--- src/rtl/pipeline_hazard_ctrl_if.sv ---
// Hazard-control bundle between the decode/execute datapath and the
// pipeline hazard controller: operand/hazard inputs, redirect and debug
// requests, and the stall/flush/ack/perf-counter responses.
interface pipeline_hazard_ctrl_if #(
  parameter int CNT_W = 32
);
  logic [4:0]       RS1_ID;
  logic [4:0]       RS2_ID;
  logic             USE_RS1_ID;
  logic             USE_RS2_ID;
  logic [4:0]       RD_DE;
  logic [1:0]       MemRead_DE;
  logic             BR_TAKEN_E;
  logic             HALT_REQ;
  logic             CNT_CLR;
  logic             stall_PC;
  logic             stall_FD;
  logic             flush_FD;
  logic             flush_DE;
  logic             HALT_ACK;
  logic [CNT_W-1:0] STALL_CNT;
  logic [CNT_W-1:0] FLUSH_CNT;

  modport master (
    output RS1_ID, RS2_ID, USE_RS1_ID, USE_RS2_ID, RD_DE, MemRead_DE,
           BR_TAKEN_E, HALT_REQ, CNT_CLR,
    input  stall_PC, stall_FD, flush_FD, flush_DE, HALT_ACK,
           STALL_CNT, FLUSH_CNT
  );

  modport slave (
    input  RS1_ID, RS2_ID, USE_RS1_ID, USE_RS2_ID, RD_DE, MemRead_DE,
           BR_TAKEN_E, HALT_REQ, CNT_CLR,
    output stall_PC, stall_FD, flush_FD, flush_DE, HALT_ACK,
           STALL_CNT, FLUSH_CNT
  );
endinterface

--- src/rtl/pipeline_hazard_ctrl.sv ---
// Pipeline hazard controller: load-use interlock, taken-branch redirect
// flushes, debug halt/drain handshake and saturating stall/flush counters.
module pipeline_hazard_ctrl #(
  parameter int LOAD_USE_CYCLES = 1,
  parameter int DRAIN_CYCLES    = 2,
  parameter int CNT_W           = 32
) (
  input  logic                  CLK,
  input  logic                  RST,
  pipeline_hazard_ctrl_if.slave hz
);

  localparam logic [1:0] ST_RUN      = 2'd0;
  localparam logic [1:0] ST_LU_STALL = 2'd1;
  localparam logic [1:0] ST_DRAIN    = 2'd2;
  localparam logic [1:0] ST_HALTED   = 2'd3;
  localparam int         SEQ_W       = 16;

  logic [1:0]       state, nxt_state;
  logic [SEQ_W-1:0] cnt, nxt_cnt;
  logic             halt_ack_r, nxt_ack;
  logic [CNT_W-1:0] stall_cnt_r, flush_cnt_r;
  logic             hazard, freeze, flush_fd, flush_de_br;

  function automatic logic [CNT_W-1:0] sat_inc(input logic [CNT_W-1:0] v);
    return (&v) ? v : v + 1'b1;
  endfunction

  // rd=x0 never interlocks; a match on both sources is still one hazard
  assign hazard = (hz.MemRead_DE != 2'b00) && (hz.RD_DE != 5'd0) &&
                  ((hz.USE_RS1_ID && (hz.RS1_ID == hz.RD_DE)) ||
                   (hz.USE_RS2_ID && (hz.RS2_ID == hz.RD_DE)));

  // Control decode and next-state: reset beats redirect beats halt beats load-use
  always_comb begin
    freeze      = 1'b0;
    flush_fd    = 1'b0;
    flush_de_br = 1'b0;
    nxt_state   = state;
    nxt_cnt     = cnt;
    nxt_ack     = halt_ack_r;
    if (RST) begin
      nxt_state = ST_RUN;
    end else if (hz.BR_TAKEN_E) begin
      flush_fd    = 1'b1;
      flush_de_br = 1'b1;
      if (state == ST_LU_STALL) begin
        if (cnt == '0) nxt_state = ST_RUN;
        else           nxt_cnt   = cnt - 1'b1;
      end
    end else begin
      case (state)
        ST_RUN: begin
          if (hz.HALT_REQ) begin
            freeze    = 1'b1;
            nxt_state = ST_DRAIN;
            nxt_cnt   = SEQ_W'(DRAIN_CYCLES - 1);
          end else if (hazard) begin
            freeze = 1'b1;
            if (LOAD_USE_CYCLES > 1) begin
              nxt_state = ST_LU_STALL;
              nxt_cnt   = SEQ_W'(LOAD_USE_CYCLES - 2);
            end
          end
        end
        ST_LU_STALL: begin
          freeze = 1'b1;
          if (cnt == '0) nxt_state = ST_RUN;
          else           nxt_cnt   = cnt - 1'b1;
        end
        ST_DRAIN: begin
          freeze = 1'b1;
          if (!hz.HALT_REQ) begin
            nxt_state = ST_RUN;
          end else if (cnt == '0) begin
            nxt_state = ST_HALTED;
            nxt_ack   = 1'b1;
          end else begin
            nxt_cnt = cnt - 1'b1;
          end
        end
        default: begin
          freeze = 1'b1;
          if (!hz.HALT_REQ) begin
            nxt_state = ST_RUN;
            nxt_ack   = 1'b0;
          end
        end
      endcase
    end
  end

  assign hz.stall_PC  = freeze;
  assign hz.stall_FD  = freeze;
  assign hz.flush_FD  = flush_fd;
  assign hz.flush_DE  = freeze | flush_de_br;
  assign hz.HALT_ACK  = halt_ack_r;
  assign hz.STALL_CNT = stall_cnt_r;
  assign hz.FLUSH_CNT = flush_cnt_r;

  // Sequencer state, remaining-cycle count and registered halt acknowledge
  always_ff @(posedge CLK) begin
    if (RST) begin
      state      <= ST_RUN;
      cnt        <= '0;
      halt_ack_r <= 1'b0;
    end else begin
      state      <= nxt_state;
      cnt        <= nxt_cnt;
      halt_ack_r <= nxt_ack;
    end
  end

  // Saturating perf counters; clear wins over a same-cycle increment
  always_ff @(posedge CLK) begin
    if (RST || hz.CNT_CLR) begin
      stall_cnt_r <= '0;
      flush_cnt_r <= '0;
    end else begin
      if (freeze)        stall_cnt_r <= sat_inc(stall_cnt_r);
      if (hz.BR_TAKEN_E) flush_cnt_r <= sat_inc(flush_cnt_r);
    end
  end

endmodule

--- src/flat_wrapper.sv ---
// flat-port wrapper written by rule: the top's interface ports become plain ports
module pipeline_hazard_ctrl_flat 
#(
  parameter int LOAD_USE_CYCLES = 1,
  parameter int DRAIN_CYCLES    = 2,
  parameter int CNT_W           = 32
)
  (CLK, RST, hz_RS1_ID, hz_RS2_ID, hz_USE_RS1_ID, hz_USE_RS2_ID, hz_RD_DE, hz_MemRead_DE, hz_BR_TAKEN_E, hz_HALT_REQ, hz_CNT_CLR, hz_stall_PC, hz_stall_FD, hz_flush_FD, hz_flush_DE, hz_HALT_ACK, hz_STALL_CNT, hz_FLUSH_CNT);
  pipeline_hazard_ctrl_if #(.CNT_W(CNT_W)) hz_i ();
  input  logic CLK;
  input  logic RST;
  input wire logic [$bits(hz_i.RS1_ID)-1:0] hz_RS1_ID;
  input wire logic [$bits(hz_i.RS2_ID)-1:0] hz_RS2_ID;
  input wire logic [$bits(hz_i.USE_RS1_ID)-1:0] hz_USE_RS1_ID;
  input wire logic [$bits(hz_i.USE_RS2_ID)-1:0] hz_USE_RS2_ID;
  input wire logic [$bits(hz_i.RD_DE)-1:0] hz_RD_DE;
  input wire logic [$bits(hz_i.MemRead_DE)-1:0] hz_MemRead_DE;
  input wire logic [$bits(hz_i.BR_TAKEN_E)-1:0] hz_BR_TAKEN_E;
  input wire logic [$bits(hz_i.HALT_REQ)-1:0] hz_HALT_REQ;
  input wire logic [$bits(hz_i.CNT_CLR)-1:0] hz_CNT_CLR;
  output wire logic [$bits(hz_i.stall_PC)-1:0] hz_stall_PC;
  output wire logic [$bits(hz_i.stall_FD)-1:0] hz_stall_FD;
  output wire logic [$bits(hz_i.flush_FD)-1:0] hz_flush_FD;
  output wire logic [$bits(hz_i.flush_DE)-1:0] hz_flush_DE;
  output wire logic [$bits(hz_i.HALT_ACK)-1:0] hz_HALT_ACK;
  output wire logic [$bits(hz_i.STALL_CNT)-1:0] hz_STALL_CNT;
  output wire logic [$bits(hz_i.FLUSH_CNT)-1:0] hz_FLUSH_CNT;
  assign hz_i.RS1_ID = hz_RS1_ID;
  assign hz_i.RS2_ID = hz_RS2_ID;
  assign hz_i.USE_RS1_ID = hz_USE_RS1_ID;
  assign hz_i.USE_RS2_ID = hz_USE_RS2_ID;
  assign hz_i.RD_DE = hz_RD_DE;
  assign hz_i.MemRead_DE = hz_MemRead_DE;
  assign hz_i.BR_TAKEN_E = hz_BR_TAKEN_E;
  assign hz_i.HALT_REQ = hz_HALT_REQ;
  assign hz_i.CNT_CLR = hz_CNT_CLR;
  assign hz_stall_PC = hz_i.stall_PC;
  assign hz_stall_FD = hz_i.stall_FD;
  assign hz_flush_FD = hz_i.flush_FD;
  assign hz_flush_DE = hz_i.flush_DE;
  assign hz_HALT_ACK = hz_i.HALT_ACK;
  assign hz_STALL_CNT = hz_i.STALL_CNT;
  assign hz_FLUSH_CNT = hz_i.FLUSH_CNT;
  pipeline_hazard_ctrl #(.LOAD_USE_CYCLES(LOAD_USE_CYCLES), .DRAIN_CYCLES(DRAIN_CYCLES), .CNT_W(CNT_W)) u_core (.CLK(CLK), .RST(RST), .hz(hz_i));
endmodule
--- config.mk ---
export PLATFORM = sky130hd
export DESIGN_NAME = pipeline_hazard_ctrl_flat
export DESIGN_NICKNAME = d
export VERILOG_FILES = /design/src/rtl/pipeline_hazard_ctrl_if.sv /design/src/rtl/pipeline_hazard_ctrl.sv /design/src/flat_wrapper.sv
export SDC_FILE = /design/constraint.sdc
export NUM_CORES = 1
export LEC_CHECK = 0
export CAP_MARGIN = 20
export CORE_MARGIN = 4
export CORE_UTILIZATION = 55
export CTS_BUF_LIST = sky130_fd_sc_hd__clkbuf_4 sky130_fd_sc_hd__clkbuf_8
export DETAILED_ROUTE_END_ITERATION = 7
export GPL_ROUTABILITY_DRIVEN = 0
export GPL_TIMING_DRIVEN = 1
export PLACE_DENSITY = 0.95
export SLEW_MARGIN = 20
export SYNTH_ARGS = -nofsm -noshare
export SYNTH_HDL_FRONTEND = slang
export SYNTH_SLANG_ARGS = --single-unit
--- constraint.sdc ---
create_clock -name CLK -period 5.2 [get_ports CLK]
set_input_delay 1.3 -clock CLK [delete_from_list [all_inputs] [get_ports CLK]]
set_output_delay 1.3 -clock CLK [all_outputs]
set_load 0.05 [all_outputs]
==> results of run 1 <==
==> metrics by stage <==
| stage | hold slack (ns) | cell area, um^2 | total power [mW] | std cells | utilization [%] |
|---|---|---|---|---|---|
| floorplan | 0.448 | 4230 | 1.12 | 508 | - |
| global placement | 0.456 | 5210 | 1.19 | 682 | 70.7 |
| detailed placement | 0.479 | 5210 | 1.22 | 682 | 70.7 |
| CTS | 0.490 | 5430 | 1.74 | 698 | 73.7 |
| global route | 0.522 | 5430 | 1.83 | 698 | 73.7 |
| finish | 0.490 | 5430 | 1.74 | 698 | 73.7 |
==> layout make-up <==
| cell class | count | area, um^2 |
|---|---|---|
| Tap cell | 99 | 124 |
| Multi-Input combinational cell | 391 | 2430 |
| Clock inverter | 5 | 77.6 |
| Timing Repair Buffer | 96 | 946 |
| Sequential cell | 83 | 1660 |
| Fill cell | 551 | 1940 |
| Clock buffer | 11 | 139 |
| Inverter | 13 | 48.8 |
==> per-layer routing <==
metal / track usage (%) / part of all wire (%) / vias to the layer above
li1: - / - / 1971
met1: 30.2 / 41 / 1934
met2: 43.1 / 49 / 160
met3: 5.13 / 6.7 / 29
met4: 10.1 / 2.5 / 0
met5: 0 / 0 / -
==> flip-flops by register name (all words and copies together), names as in the netlist <==
register	cells
u_core.hz.STALL_CNT	32
u_core.hz.FLUSH_CNT	32
u_core.hz.HALT_ACK	1
u_core.state	2
u_core.cnt	16
==> worst paths after layout <==
kind                                             start                       to  slack, ns  depth (start not counted)
worst max-delay path                       hz_RD_DE[0]              hz_flush_DE       0.54                          6
worst min-delay path                     u_core.cnt[5]            u_core.cnt[5]       0.49                          2
worst max register to register  u_core.hz.STALL_CNT[0]  u_core.hz.STALL_CNT[27]       2.47                          8
worst min register to register           u_core.cnt[5]            u_core.cnt[5]       0.49                          2
==> layout by cell type, fill, tap and decap left out, types with 3 or more instances in the layout <==
master / instances
a211oi_1: 4
a21oi_1: 22
and2_1: 5
and3_1: 13
and4_1: 3
buf_4: 6
clkbuf_8: 9
clkdlybuf4s50_1: 90
dfxtp_1: 83
ha_1: 10
inv_1: 13
nand2_1: 32
nand3_1: 30
nand4_1: 20
nor2_1: 74
nor2b_1: 3
nor3_1: 15
nor3b_1: 4
nor4_1: 13
nor4b_1: 3
o211ai_1: 5
o21ai_0: 11
o31ai_1: 6
or2_2: 6
or3_1: 14
or4_1: 12
xnor2_1: 34
xor2_1: 29
==> cells by family after synthesis <==
family,after synthesis,synth area share (%)
DFF,83,39.3
buffers and inverters,34,3.20
AOI/OAI and AO/OA,59,8.67
and+or+nand+nor,258,32.6
muxes,1,0.237
xor gates and xnor gates,63,13.1
adders and majority gates,10,2.96
==> cell usage after synthesis (2+ instances only) <==
cell type  count
a211oi_1       4
a21o_1         2
a21oi_1       22
a22o_1         2
and2_1         5
and3_1        13
and4_1         3
buf_1          2
buf_2          2
clkbuf_1      15
dfxtp_1       83
ha_1          10
inv_1         13
nand2_1       32
nand2b_1       2
nand3_1       30
nand4_1       20
nor2_1        74
nor2b_1        3
nor3_1        15
nor3b_1        4
nor4_1        13
nor4b_1        3
o211ai_1       5
o21ai_0       11
o31ai_1        6
or2_2          6
or3_1         14
or4_1         12
xnor2_1       34
xor2_1        29
==> worst max-delay path: cells and delay by family <==
kind	cells	cell delay, ns
simple gates	2	0.62
buf+inv	2	1.19
compound gates	2	0.25
==> power groups by stage <==
| stage | Combinational, mW | Sequential [mW] | Clock [mW] |
|---|---|---|---|
| after floorplan | 0.374 | 0.750 | 0 |
| after global placement | 0.443 | 0.751 | 0 |
| after detailed placement | 0.466 | 0.758 | 0 |
| after CTS | 0.481 | 0.743 | 0.511 |
| after global routing | 0.531 | 0.751 | 0.546 |
| final | 0.485 | 0.744 | 0.509 |
==> flow_summary.ini, run 1 <==
[timing]
skew_ns = 0.00863
slew-limit-headroom_pct = 49.0
setup_ws_ns = 0.537
min_period_over_period_pct = 89.7
tns_ns = 0
min_period_ns = 4.66
setup_viol = 0
rsz0062_at_grt = false
tightest_slew_ns = 0.762
finalHoldViolCount = 0
fmax_mhz = 214
drv_slew = 0

[setup_path]
max_stage_delay_ns = 0.72
crit_slowest_cell = clkdlybuf4s50_1
cp.arrival_ns = 3.36
cp_common_cell = clkdlybuf4s50_1
crit_chain = clkdlybuf4s50_1 > or4_1 > o22a_1 > nand2_1 > a21oi_1 > clkdlybuf4s50_1
endpoint_kind = output port
required_ns = 3.90
critPathKind = input port to output port
cp-start-kind = input port
crit_fanout = 3

[floorplanning]
coreArea_um2 = 7370
die_x_um = 95.7
io_pins = 93
die_y_um = 95.7
initial_utilization_pct = 57.4
die-area_um2 = 9150
rows = 31

[clock_tree]
clock_path_buffers = 2
cts_max_level = 3
cts_resized = 0
path_clk_slew_ns = 0.08
clockRootBuffer = clkbuf_8
clkLatencyLatePin_ns = 0.35
tritoncts = yes
clkSinkCount = 83
cts_buffers = 9
postCtsSetupBuffers = 0
ctsHoldBuffers = 0

[finish]
layout-drive-gt1-share_pct = 5.84
final_nets = 628
syn2layout_area_growth_pct = 28.4
antenna_cells = 0

[place]
port_buffers = 92
dp_hpwl_um = 8020
dp_slack_ns = 0.533

[pwr]
p_per_area_nw_per_um2 = 320
switching_share_pct = 33.2
p_leak_nw = 1.79
p_comb_share_pct = 27.9
p_seq_share_pct = 42.8
switchingPower_mw = 0.576
p_int_mw = 1.16
ir_drop_v = 0.000216
clockPowerShare_pct = 29.3

[logic_synthesis]
ys_seq_area_share_pct = 39.3
synth.cell_area_um2 = 4230
synth_area_per_cell_um2 = 8.32
synth_flop_cell = dfxtp_1
synthArstFlopShare_pct = 0
synth_top_area_share_pct = 39.3
synth.largest_area_cell = dfxtp_1
syn-instance-count = 508
ys_warn_count = 0
synthTopCellsByArea = dfxtp_1, xnor2_1, nor2_1, xor2_1, nand3_1
synth_edf_count = 0
synth-seq-cells = 83
yosys.cell_types.count = 50
syn_nets = 542

[routing]
wire_per_inst_um = 15.9
route.vias.total = 4094
drc = 0
ant_nets = 0
dr.pass1.iters = 5
finalWirelength_um = 11100
vias_per_cell = 5.87
first_iter_violations = 271

[run]
drv_cap = 0

[grt]
grt_max_degree = 44
grt_usage_pct = 25.0
grt_pass1_wl_um = 18400
grt_pass1_vias = 4034
antenna_found_initial = 0
overflow = 0

[worst_hold_path]
holdCritPathClass = flip-flop to flip-flop

[run_status]
status = completed
No activity file was read; power rests on OpenSTA's default activity.
==> run 2, diff against run 1 <==
Settings changed: CORE_UTILIZATION 55 to 47, PLACE_DENSITY 0.95 to 0.87.
Clock period 5.2 ns to 3.9 ns, I/O delays scaled along.
==> flow_summary.ini, run 2 (synthesized netlist as in run 1, its figures left out) <==
[routing]
vias_per_cell = 5.64
first_iter_violations = 155
dr.pass1.iters = 4
ant_nets = 0
drc = 0
wire_per_inst_um = 14.8
finalWirelength_um = 10500
route.vias.total = 3990

[timing]
setup_viol = 0
slew-limit-headroom_pct = 53.1
skew_ns = 0.0118
tightest_slew_ns = 0.701
drv_slew = 0
tns_ns = 0
min_period_over_period_pct = 94.7
rsz0062_at_grt = false
fmax_mhz = 271
setup_ws_ns = 0.208
finalHoldViolCount = 0
min_period_ns = 3.69

[floorplanning]
die_x_um = 103
rows = 34
coreArea_um2 = 8720
die-area_um2 = 10600
die_y_um = 103
initial_utilization_pct = 48.5
io_pins = 93

[grt]
use_met2_pct = 34.4
antenna_found_initial = 0
grt_usage_pct = 19.5
grt_pass1_vias = 3692
grtUsageMet3_pct = 4.40
overflow = 0
use_met1_pct = 23.9
grt_pass1_wl_um = 16900
grt_busiest_layer = met2
grt_max_degree = 33

[pwr]
p_leak_nw = 1.80
switching_share_pct = 32.8
p_comb_share_pct = 28.0
p_per_area_nw_per_um2 = 414
p_seq_share_pct = 44.0
p_int_mw = 1.51
switchingPower_mw = 0.740
ir_drop_v = 0.000275
clockPowerShare_pct = 28.1

[place]
port_buffers = 92
placed_cell_area_um2 = 5240
dp_slack_ns = 0.197
dp_cells = 692
dp_hpwl_um = 7760

[finish]
layout-drive-gt1-share_pct = 6.18
layout.cells.non_filler = 707
final_area_um2 = 5440
final_common_cell = clkdlybuf4s50_1
layout_common_cells = clkdlybuf4s50_1, dfxtp_1, nor2_1, xnor2_1, nand2_1
antenna_cells = 0
syn2layout_area_growth_pct = 28.7
final_nets = 629

[clock_tree]
postCtsSetupBuffers = 0
ctsHoldBuffers = 0
tritoncts = yes
cts_resized = 0
clkLatencyLatePin_ns = 0.34
path_clk_slew_ns = 0.08
clkSinkCount = 83
clockRootBuffer = clkbuf_8
cts_max_level = 3
cts_buffers = 9
clock_path_buffers = 2

[setup_path]
crit_fanout = 3
max_stage_delay_ns = 0.54
endpoint_kind = output port
critPathBufInv = 2
critPathKind = input port to output port
cp-start-kind = input port
crit_chain = clkdlybuf4s50_1 > or4_1 > o22a_1 > a21o_1 > and2_1 > buf_4
cp.arrival_ns = 2.72
required_ns = 2.92
crit_slowest_cell = or4_1
cpLargestDelayFamily = simple AND/OR/NAND/NOR gates

[run]
drv_cap = 0

[worst_hold_path]
holdCritPathClass = flip-flop to flip-flop

[run_status]
status = completed
==> run 2: cell count changes in the layout (fill, tap and decap cells not counted) <==
cell             change
clkbuf_8             +2
bufinv_16            -1
inv_6                +1
buf_12               +1
buf_4                +2
clkbuf_4             -1
clkinv_2             -2
clkdlybuf4s50_1      -2
==> run 2: per-layer routing <==
metal  up-vias  part of all wire, %
li1       1979                    -
met2       119                   51
met1      1882                   42
met4         0                  1.3
met5         -                    0
met3        10                  6.1
==> run 2: final cells by class <==
class	instances	area, um^2
Clock buffer	12	159
Clock inverter	3	46.3
Fill cell	707	3280
Inverter	13	48.8
Multi-Input combinational cell	391	2430
Sequential cell	83	1660
Tap cell	108	135
Timing Repair Buffer	97	961
==> run 2: worst reg2reg max path: cells and delay by family, from the launching register on <==
family	cells	cell delay, ns
AOI/OAI and AO/OA	1	0.47
DFF	1	0.43
and+or+nand+nor	4	1.15
adders and majority gates	1	0.26
xor gates and xnor gates	1	0.17
buffers and inverters	1	0.10
==> run 2: final timing paths <==
check / startpoint / to / cells after the start / slack, ns
worst min-delay path: u_core.cnt[5] / u_core.cnt[5] / 2 / 0.48
worst min register to register: u_core.cnt[5] / u_core.cnt[5] / 2 / 0.48
worst max-delay path: hz_RD_DE[0] / hz_stall_PC / 6 / 0.21
worst max register to register: u_core.state[0] / u_core.cnt[12] / 8 / 1.19
==> run 2: power groups by stage <==
stage                     sequential (mW)  clock (mW)  combinational (mW)
after floorplan                      1.00           0               0.499
after global placement               1.00           0               0.595
after detailed placement             1.01           0               0.626
after CTS                           0.991       0.643               0.633
after global routing                 1.00       0.680               0.717
final                               0.992       0.633               0.630
==> run 2: metrics by stage <==
stage / hold WS (ns) / utilization, % / power [mW]
2_1_floorplan: 0.448 / - / 1.50
3_3_place_gp: 0.461 / 60.1 / 1.60
3_5_place_dp: 0.478 / 60.1 / 1.64
4_1_cts: 0.490 / 62.4 / 2.27
5_1_grt: 0.536 / 62.4 / 2.40
6_report: 0.484 / 62.4 / 2.25
==> run 3, diff against run 2 <==
Clock period 3.9 ns to 2.97 ns, I/O delays scaled along.
==> flow_summary.ini, run 3 (synthesized netlist as in run 1, its figures left out) <==
[place]
port_buffers = 92
dp_slack_ns = -0.256
placed_cell_area_um2 = 5360
dp_cells = 705
dp_hpwl_um = 7840

[worst_hold_path]
whs_endpoint = u_core.cnt[5]
holdCritPathClass = flip-flop to flip-flop
whs_path_depth = 2
hold_start = u_core.cnt[5]

[timing]
rsz0062_at_grt = false
min_period_over_period_pct = 97.8
tightest_slew_ns = 0.540
setup_viol = 0
finalHoldViolCount = 0
drv_slew = 0
skew_ns = 0.0113
fmax_mhz = 344
hold_slack_ns = 0.498
min_period_ns = 2.90
setup_ws_ns = 0.0662
slew-limit-headroom_pct = 63.5

[finish]
final-seq-area_um2 = 1660
multi_input_area_um2 = 2440
layout_common_cells = clkdlybuf4s50_1, dfxtp_1, nor2_1, xnor2_1, nand2_1
layout-drive-gt1-share_pct = 8.79
fill_cells = 687
syn2layout_area_growth_pct = 33.1
final_area_um2 = 5630
final_nets = 643
antenna_cells = 0
layout.cells.non_filler = 722

[setup_path]
crit_slowest_cell = or4_1
crit_fanout = 3
crit_chain = clkdlybuf4s15_1 > or4_1 > o22a_1 > a21o_1 > and2_4 > buf_12
cp.arrival_ns = 2.16
r2r-start = u_core.state[0]
reg2reg_slack_ns = 0.40
required_ns = 2.23
cp-start-kind = input port
max_stage_delay_ns = 0.51
r2r-end = u_core.cnt[9]
endpoint_kind = output port
reg2reg_depth = 9
critPathKind = input port to output port

[pwr]
p_leak_nw = 1.91
p_total_mw = 3.17
p_per_area_nw_per_um2 = 564
ir_drop_v = 0.000294

[floorplanning]
initial_utilization_pct = 48.5
die-area_um2 = 10600
rows = 34
die_x_um = 103
die_y_um = 103
io_pins = 93
coreArea_um2 = 8720

[routing]
route.vias.total = 4058
wire_per_inst_um = 15.0
first_iter_violations = 192
dr.pass1.iters = 5
vias_per_cell = 5.62
ant_nets = 0
drc = 0
finalWirelength_um = 10800

[clock_tree]
clkLatencyLatePin_ns = 0.35
clockRootBuffer = clkbuf_8
path_clk_slew_ns = 0.09
tritoncts = yes
cts_buffers = 9
cts_max_level = 3
clock_path_buffers = 2
clkSinkCount = 83

[grt]
antenna_found_initial = 0
grt_max_degree = 52
grt_pass1_wl_um = 17900
grt_usage_pct = 20.9
grt_pass1_vias = 3968
overflow = 0

[run]
drv_cap = 0

[run_status]
status = completed
## run 3: cell types whose count changed in the layout (fill, tap and decap cells not counted), sizes merged
cell	previous run	this run
buf	9	23
clkdlybuf4s50	88	83
bufinv	1	3
clkdlybuf4s15	0	2
dlygate4sd2	0	2
clkbuf	12	11
clkinvlp	1	0
dlymetal6s2s	0	1
inv	14	15
## run 3: per-stage QoR
stage          utilization, %  TNS, ns
3_3_place_gp             61.5   -0.548
3_5_place_dp             61.5    -2.04
4_1_cts                  64.4        0
6_report                 64.5        0
5_1_grt                  64.5        0
2_1_floorplan               -  -0.0581
## run 3: cell type report
class / instances / share of cell area, %
multi-input combinational: 391 / 43.3
sequential: 83 / 29.5
timing repair buffer: 111 / 19.4
clock buffer: 11 / 2.58
tap: 108 / 2.40
clock inverter: 5 / 1.91
inverter: 13 / 0.867
## run 3: how the worst max path moves through the flow
stage / startpoint / end / depth (start not counted)
floorplan: hz_RD_DE[0] / hz_stall_PC / 7
global placement: hz_RD_DE[3] / hz_stall_PC / 6
detailed placement: hz_RD_DE[2] / u_core.hz.STALL_CNT[17] / 11
CTS: hz_RD_DE[1] / hz_stall_PC / 8
global route: hz_RD_DE[3] / hz_stall_PC / 6
finish: hz_RD_DE[3] / hz_stall_PC / 6
## run 3: report_power, final
| part | leakage [nW] | switching [mW] | total (mW) | internal, mW |
|---|---|---|---|---|
| Clock | 0.128 | 0.415 | 1.01 | 0.597 |
| Sequential | 0.670 | 0.0930 | 1.30 | 1.21 |
| Combinational | 1.11 | 0.510 | 0.860 | 0.350 |
| Total | 1.91 | 1.02 | 3.17 | 2.16 |
## run 3: worst max-delay path: cells and delay by family
kind / cells / cell delay [ns]
AND/OR/NAND/NOR: 2 / 0.67
AO/OA/AOI/OAI: 2 / 0.39
buffers and inverters: 2 / 0.35
## run 3: what timing repair did
| item | in CTS | in global routing |
|---|---|---|
| resized for setup | 4 | 4 |
| hold buffers | 0 | 0 |
| buffers inserted | 1 | 0 |
| pin swaps | 2 | 4 |
| setup endpoints to repair | 3 | 3 |
## run 3: metal layers
metal	vias to the layer above	share of wire [%]	wire (um)	global-route usage (%)
met1	1912	43	4690	26.1
met5	-	0	0	0
li1	2003	-	-	-
met4	0	1.4	153	8.86
met2	130	50	5410	35.4
met3	13	5.3	570	4.06
